<file path="config.mk">
export PLATFORM = sky130hd
export DESIGN_NAME = ti_roic_cfg_scheduler_flat
export DESIGN_NICKNAME = d
export VERILOG_FILES = /design/src/rtl/ti_roic_cfg_scheduler_if.sv /design/src/rtl/ti_roic_cfg_scheduler.sv /design/src/flat_wrapper.sv
export SDC_FILE = /design/constraint.sdc
export NUM_CORES = 1
export LEC_CHECK = 0
export BUFFER_PORTS_ARGS = -buffer_cell sky130_fd_sc_hd__buf_2
export CAP_MARGIN = 0
export CORE_ASPECT_RATIO = 0.5
export CORE_MARGIN = 2
export CORE_UTILIZATION = 30
export CTS_BUF_LIST = sky130_fd_sc_hd__clkbuf_2 sky130_fd_sc_hd__clkbuf_4 sky130_fd_sc_hd__clkbuf_8
export CTS_CLUSTER_DIAMETER = 60
export CTS_CLUSTER_SIZE = 25
export DETAILED_ROUTE_END_ITERATION = 8
export GPL_ROUTABILITY_DRIVEN = 0
export PLACE_DENSITY = 0.62
export SLEW_MARGIN = 0
export SYNTH_ARGS = -nofsm -noshare
export SYNTH_HDL_FRONTEND = slang
export SYNTH_SLANG_ARGS = --single-unit
</file>
<file path="constraint.sdc">
create_clock -name clk_5mhz -period 2.4 [get_ports clk_5mhz]
set_input_delay 0.72 -clock clk_5mhz [delete_from_list [all_inputs] [get_ports clk_5mhz]]
set_output_delay 0.72 -clock clk_5mhz [all_outputs]
set_load 0.005 [all_outputs]
</file>
<file path="src/rtl/ti_roic_cfg_scheduler_if.sv">
// Request handshake, ROIC register bus and status signals of the
// ROIC configuration write scheduler. The scheduler takes the slave side.
interface ti_roic_cfg_scheduler_if #(
  parameter int NUM_REQ = 2
);
  localparam int ID_W = (NUM_REQ > 1) ? $clog2(NUM_REQ) : 1;

  logic [NUM_REQ-1:0]    req_valid;
  logic [NUM_REQ*8-1:0]  req_addr;
  logic [NUM_REQ*16-1:0] req_data;
  logic [NUM_REQ-1:0]    req_ready;
  logic                  hold_off;
  logic [15:0]           ti_roic_reg_addr;
  logic [15:0]           ti_roic_reg_data;
  logic                  busy;
  logic                  cmd_done;
  logic [ID_W-1:0]       done_id;

  modport master (
    output req_valid, req_addr, req_data, hold_off,
    input  req_ready, ti_roic_reg_addr, ti_roic_reg_data, busy, cmd_done, done_id
  );

  modport slave (
    input  req_valid, req_addr, req_data, hold_off,
    output req_ready, ti_roic_reg_addr, ti_roic_reg_data, busy, cmd_done, done_id
  );
endinterface

</file>
<file path="src/rtl/ti_roic_cfg_scheduler.sv">
// Round-robin scheduler for TI ROIC register writes. Each accepted write is
// played out as address/data setup, an enable strobe on addr[15], then a
// quiet gap covering the downstream SPI frame, so the edge detector never
// sees overlapping or short enables.
// Legal parameters: NUM_REQ 1..8, SETUP_CYC >= 1, EN_CYC >= 2, GAP_CYC >= 1.
module ti_roic_cfg_scheduler #(
  parameter int NUM_REQ   = 2,
  parameter int SETUP_CYC = 2,
  parameter int EN_CYC    = 4,
  parameter int GAP_CYC   = 40
) (
  input  logic clk_5mhz,
  input  logic deser_reset_n,
  ti_roic_cfg_scheduler_if.slave bus
);
  localparam int ID_W    = (NUM_REQ > 1) ? $clog2(NUM_REQ) : 1;
  localparam int CNT_MAX = (SETUP_CYC > EN_CYC) ?
                           ((SETUP_CYC > GAP_CYC) ? SETUP_CYC : GAP_CYC) :
                           ((EN_CYC > GAP_CYC) ? EN_CYC : GAP_CYC);
  // counter holds phase length minus one; EN_CYC >= 2 keeps this >= 1
  localparam int CNT_W   = $clog2(CNT_MAX);

  typedef enum logic [1:0] {IDLE, SETUP, STROBE, GAP} state_t;

  state_t             state, state_nxt;
  logic [CNT_W-1:0]   cnt, cnt_nxt;
  logic [ID_W-1:0]    ptr;
  logic [ID_W-1:0]    gnt_id;
  logic [ID_W-1:0]    gnt_q;
  logic               gnt_vld;
  logic               accept;
  logic [NUM_REQ-1:0] ready;
  int                 idx;
  logic [7:0]         addr_q;
  logic [15:0]        data_q;
  logic               en_q;
  logic               busy_q;
  logic               done_q;

  // round-robin search starting at ptr, wrapping modulo NUM_REQ
  always_comb begin
    gnt_vld = 1'b0;
    gnt_id  = '0;
    idx     = 0;
    for (int k = 0; k < NUM_REQ; k++) begin
      idx = int'(ptr) + k;
      if (idx >= NUM_REQ) idx = idx - NUM_REQ;
      if (!gnt_vld && bus.req_valid[idx]) begin
        gnt_vld = 1'b1;
        gnt_id  = ID_W'(idx);
      end
    end
  end

  assign accept = (state == IDLE) && !bus.hold_off && gnt_vld;

  // one-hot ready toward the winner, only while a grant is actually issued
  always_comb begin
    ready = '0;
    if (accept) ready[gnt_id] = 1'b1;
  end

  // phase sequencing; the counter is reloaded with (length-1) on each entry
  always_comb begin
    state_nxt = state;
    cnt_nxt   = cnt;
    unique case (state)
      IDLE: begin
        if (accept) begin
          state_nxt = SETUP;
          cnt_nxt   = CNT_W'(SETUP_CYC - 1);
        end
      end
      SETUP: begin
        if (cnt == '0) begin
          state_nxt = STROBE;
          cnt_nxt   = CNT_W'(EN_CYC - 1);
        end else begin
          cnt_nxt = cnt - 1'b1;
        end
      end
      STROBE: begin
        if (cnt == '0) begin
          state_nxt = GAP;
          cnt_nxt   = CNT_W'(GAP_CYC - 1);
        end else begin
          cnt_nxt = cnt - 1'b1;
        end
      end
      GAP: begin
        if (cnt == '0) state_nxt = IDLE;
        else           cnt_nxt   = cnt - 1'b1;
      end
      default: begin
        state_nxt = IDLE;
        cnt_nxt   = '0;
      end
    endcase
  end

  // state, counter and arbitration pointer
  always_ff @(posedge clk_5mhz or negedge deser_reset_n) begin
    if (!deser_reset_n) begin
      state <= IDLE;
      cnt   <= '0;
      ptr   <= '0;
    end else begin
      state <= state_nxt;
      cnt   <= cnt_nxt;
      if (accept) ptr <= (gnt_id == ID_W'(NUM_REQ - 1)) ? '0 : gnt_id + 1'b1;
    end
  end

  // registered bus outputs: command captured at accept and held until the
  // next one; status flags are decoded from the upcoming state
  always_ff @(posedge clk_5mhz or negedge deser_reset_n) begin
    if (!deser_reset_n) begin
      addr_q <= '0;
      data_q <= '0;
      gnt_q  <= '0;
      en_q   <= 1'b0;
      busy_q <= 1'b0;
      done_q <= 1'b0;
    end else begin
      if (accept) begin
        addr_q <= bus.req_addr[8*gnt_id +: 8];
        data_q <= bus.req_data[16*gnt_id +: 16];
        gnt_q  <= gnt_id;
      end
      en_q   <= (state_nxt == STROBE);
      busy_q <= (state_nxt != IDLE);
      done_q <= (state_nxt == GAP) && (cnt_nxt == '0);
    end
  end

  assign bus.req_ready        = ready;
  assign bus.ti_roic_reg_addr = {en_q, 7'b0, addr_q};
  assign bus.ti_roic_reg_data = data_q;
  assign bus.busy             = busy_q;
  assign bus.cmd_done         = done_q;
  assign bus.done_id          = gnt_q;
endmodule

</file>
<file path="src/flat_wrapper.sv">
// flat-port wrapper written by rule: the top's interface ports become plain ports
module ti_roic_cfg_scheduler_flat 
#(
  parameter int NUM_REQ   = 2,
  parameter int SETUP_CYC = 2,
  parameter int EN_CYC    = 4,
  parameter int GAP_CYC   = 40
)
  (clk_5mhz, deser_reset_n, bus_req_valid, bus_req_addr, bus_req_data, bus_hold_off, bus_req_ready, bus_ti_roic_reg_addr, bus_ti_roic_reg_data, bus_busy, bus_cmd_done, bus_done_id);
  ti_roic_cfg_scheduler_if #(.NUM_REQ(NUM_REQ)) bus_i ();
  input  logic clk_5mhz;
  input  logic deser_reset_n;
  input wire logic [$bits(bus_i.req_valid)-1:0] bus_req_valid;
  input wire logic [$bits(bus_i.req_addr)-1:0] bus_req_addr;
  input wire logic [$bits(bus_i.req_data)-1:0] bus_req_data;
  input wire logic [$bits(bus_i.hold_off)-1:0] bus_hold_off;
  output wire logic [$bits(bus_i.req_ready)-1:0] bus_req_ready;
  output wire logic [$bits(bus_i.ti_roic_reg_addr)-1:0] bus_ti_roic_reg_addr;
  output wire logic [$bits(bus_i.ti_roic_reg_data)-1:0] bus_ti_roic_reg_data;
  output wire logic [$bits(bus_i.busy)-1:0] bus_busy;
  output wire logic [$bits(bus_i.cmd_done)-1:0] bus_cmd_done;
  output wire logic [$bits(bus_i.done_id)-1:0] bus_done_id;
  assign bus_i.req_valid = bus_req_valid;
  assign bus_i.req_addr = bus_req_addr;
  assign bus_i.req_data = bus_req_data;
  assign bus_i.hold_off = bus_hold_off;
  assign bus_req_ready = bus_i.req_ready;
  assign bus_ti_roic_reg_addr = bus_i.ti_roic_reg_addr;
  assign bus_ti_roic_reg_data = bus_i.ti_roic_reg_data;
  assign bus_busy = bus_i.busy;
  assign bus_cmd_done = bus_i.cmd_done;
  assign bus_done_id = bus_i.done_id;
  ti_roic_cfg_scheduler #(.NUM_REQ(NUM_REQ), .SETUP_CYC(SETUP_CYC), .EN_CYC(EN_CYC), .GAP_CYC(GAP_CYC)) u_core (.clk_5mhz(clk_5mhz), .deser_reset_n(deser_reset_n), .bus(bus_i));
endmodule
</file>
==> results by group <==
Placed design
  – Port-buffer cells: 82
  – HPWL Detailed: 3405 µm
  – Post-Place Worst Slack: 0.2452 ns

Clock network
  – CTS tree: yes
  – Total clock buffers created by CTS: 5
  – Post-CTS setup buffers: 0
  – Maximum root-to-sink buffer count: 2
  – CTS sink count: 37
  – Total of cells resized after clock tree synthesis: 0
  – Latest clock arrival within the worst-skew pair: 0.28 ns
  – Clk Tree Root Cell: sky130_fd_sc_hd__clkbuf_8
  – Worst-path clk slew: 0.07 ns
  – H-tree levels: 2
  – Hold-fix buffer count after cts: 0

Synth
  – Area share of the largest cell type after synthesis: 48.75%
  – Proportion of synthesized chip area in sequential cells: 48.75%
  – Number of flops mapped to enable cells by yosys: 0
  – Most instantiated library cell after synthesis: sky130_fd_sc_hd__dfrtp_1
  – Number of distinct library cells after synthesis: 47
  – Main area contributors after synthesis: sky130_fd_sc_hd__dfrtp_1, sky130_fd_sc_hd__a222oi_1, sky130_fd_sc_hd__inv_1
  – Post-Syn Area per Cell: 10.38 µm²
  – Cells after synthesis: 183
  – Number of warnings issued by yosys: 0
  – Synth async-reset ratio: 100.0%
  – Cell type contributing the most total cell area after synthesis: sky130_fd_sc_hd__dfrtp_1
  – Dominant register cell in the synthesized netlist: sky130_fd_sc_hd__dfrtp_1
  – Post-synthesis instance area: 1899 µm²
  – FF+latch count, synth: 37
  – Synth cell count leaders: sky130_fd_sc_hd__dfrtp_1, sky130_fd_sc_hd__inv_1, sky130_fd_sc_hd__a222oi_1

Power and ir drop
  – Leakage power: 1.290 nW
  – Peak supply drop: 0.3060 mV
  – Power density normalized to cell area: 1131 nW/µm²

Critical path
  – CP peak stage delay: 0.23 ns
  – Endpoint kind of the worst setup timing path: output port
  – Startpoint type of the worst setup path: primary input
  – Classification of the worst setup path: in -> out
  – Maximum net fanout on the critical path: 2
  – Highest-delay cell along the critical path: sky130_fd_sc_hd__nor3_1
  – Critical path arrival: 1.43 ns
  – Crit path required time: 1.68 ns
  – Chain of cells forming the critical path: buf_2 -> nor3_1 -> o21ai_2 -> a21oi_2 -> buf_2
  – Most common cell on crit path: sky130_fd_sc_hd__buf_2

Global routing
  – Vias in the first global route: 1638
  – Antenna violations before repair: 0
  – Maximum number of pins on one net before global-route repair: 38
  – Global route overflow: 0
  – Total Routing Usage GR: 13.34%
  – Wire length of the first global-routing pass: 7169 µm

Detailed routing
  – First-pass iteration count of the detailed router: 8
  – Antenna Violating Nets Remaining: 0
  – Initial DRC count: 109
  – Wire per inst: 12.91 µm
  – Detailed-route via count: 1691
  – DRC errors left: 0
  – Via density: 4.818
  – Final wirelength: 4531 µm

Timing
  – Tightest Pin Transition: 0.8065 ns
  – Final max-slew violation count: 0
  – Post-route fraction of the period consumed by the critical path: 89.38%
  – Setup repair after global routing missed its margin: false
  – Max Clk Rate: 466.2 MHz
  – Worst slew slack as a fraction of its limit: 46.24%
  – Number of hold violations in the final report: 0
  – Minimum clock period: 2.145 ns
  – Number of setup violations in the final report: 0
  – Worst path setup slack after routing: 0.2550 ns
  – Setup TNS Final: 0 ns
  – Worst Skew: 0.004830 ns

Floorplan
  – Core ar.: 6081 µm²
  – Number of standard-cell rows in the floorplan: 20
  – Die area: 7022 µm²
  – Effective utilization at floorplan: 31.23%
  – Chip width: 116.5 µm
  – Number of top-level pins: 90
  – Die Y: 60.27 µm

Cells and area
  – P&R area growth vs syn: 28.99%
  – Layout cells sized above 1: 40.68%
  – Antenna diodes: 0
  – Final #Nets: 319

Job
  – Max-cap violations: 0

Min path
  – Min-delay worst type: reg -> reg

Outcome
  – Run status: completed
-- flip-flops by register name, indices dropped and copies added, names as in the netlist --
| signal | count |
|---|---|
| u_core.bus.ti_roic_reg_data | 16 |
| u_core.addr_q | 8 |
| u_core.cnt | 6 |
| u_core.state | 2 |
| u_core.bus.busy | 1 |
| u_core.bus.cmd_done | 1 |
| u_core.bus.done_id | 1 |
| u_core.en_q | 1 |
| u_core.ptr | 1 |
-- critical path, delay by kind of cell --
family | cells | cell delay (ns)
simple gates | 1 | 0.23
compound gates | 2 | 0.24
buf+inv | 2 | 0.23
-- layer usage --
| metal | track usage, % | wire, µm |
|---|---|---|
| met1 | 14.93 | 1980 |
| met4 | 4.592 | 69 |
| met5 | 0 | 0 |
| met3 | 3.347 | 166 |
| met2 | 25.17 | 2315 |
-- logic make-up after synthesis --
| family | after synthesis | share of synthesized area (%) |
|---|---|---|
| adders and majority gates | 3 | 1.976 |
| AOI/OAI and AO/OA | 54 | 23.91 |
| other | 1 | 0.1974 |
| xor gates and xnor gates | 2 | 0.9224 |
| muxes | 2 | 1.120 |
| DFF | 37 | 48.75 |
| buffers and inverters | 50 | 12.25 |
| and+or+nand+nor | 34 | 10.87 |
-- through the flow --
stage / utilization [%] / power (mW) / hold WS (ns) / instance area, µm² / instances
6_report: 40.29 / 2.771 / 0.4722 / 2450 / 351
5_1_grt: 40.29 / 2.995 / 0.4955 / 2450 / 351
4_1_cts: 40.29 / 2.801 / 0.4783 / 2450 / 351
3_5_place_dp: 38.81 / 2.355 / 0.4608 / 2360 / 344
3_3_place_gp: 38.81 / 2.325 / 0.4590 / 2360 / 344
2_1_floorplan: - / 1.936 / 0.4244 / 1922 / 189
-- path summary, 6_finish.rpt --
kind | depth (start not counted) | to | slack (ns) | start
setup reg to reg | 10 | u_core.bus.cmd_done | 0.31 | u_core.cnt[0]
hold / removal | 1 | u_core.ptr | 0.47 | u_core.ptr
max in group asynchronous | 1 | u_core.en_q | 1.37 | deser_reset_n
setup / recovery | 5 | bus_req_ready[0] | 0.25 | bus_hold_off
hold reg to reg | 1 | u_core.ptr | 0.47 | u_core.ptr
min in group asynchronous | 1 | u_core.cnt[5] | 0.52 | deser_reset_n
-- area by class of cell --
class	count	area, µm²
fill	618	3631
sequential	37	925.9
clock inverter	1	7.507
multi-input combinational	102	763.2
clock buffer	6	82.58
timing repair buffer	87	447.9
tap	88	110.1
inverter	30	112.6
-- placed cells by master (no fill, tap or decap), drive strengths merged --
cell type,n
o41ai,2
xor2,2
o32ai,1
nand3,2
a211oi,3
or3,2
dfrtp,37
conb,7
nand2b,3
inv,30
a31oi,1
nor2,8
a21oi,10
o21bai,1
mux2i,1
nor4,1
ha,3
o31ai,1
nor2b,1
a21o,2
and2,2
and2b,1
and3,1
buf,87
or2,2
o211ai,2
a21boi,1
nand2,5
mux2,1
a222oi,24
nor4b,2
nor3,4
clkbuf,6
o21a,1
o21ai,5
clkinvlp,1
-- power by group --
| group | switching, mW | internal (mW) |
|---|---|---|
| combinational | 0.593 | 0.624 |
| clock | 0.209 | 0.227 |
| sequential | 0.212 | 0.907 |
| total | 1.01 | 1.76 |
Power figures use the tool's default switching activity.
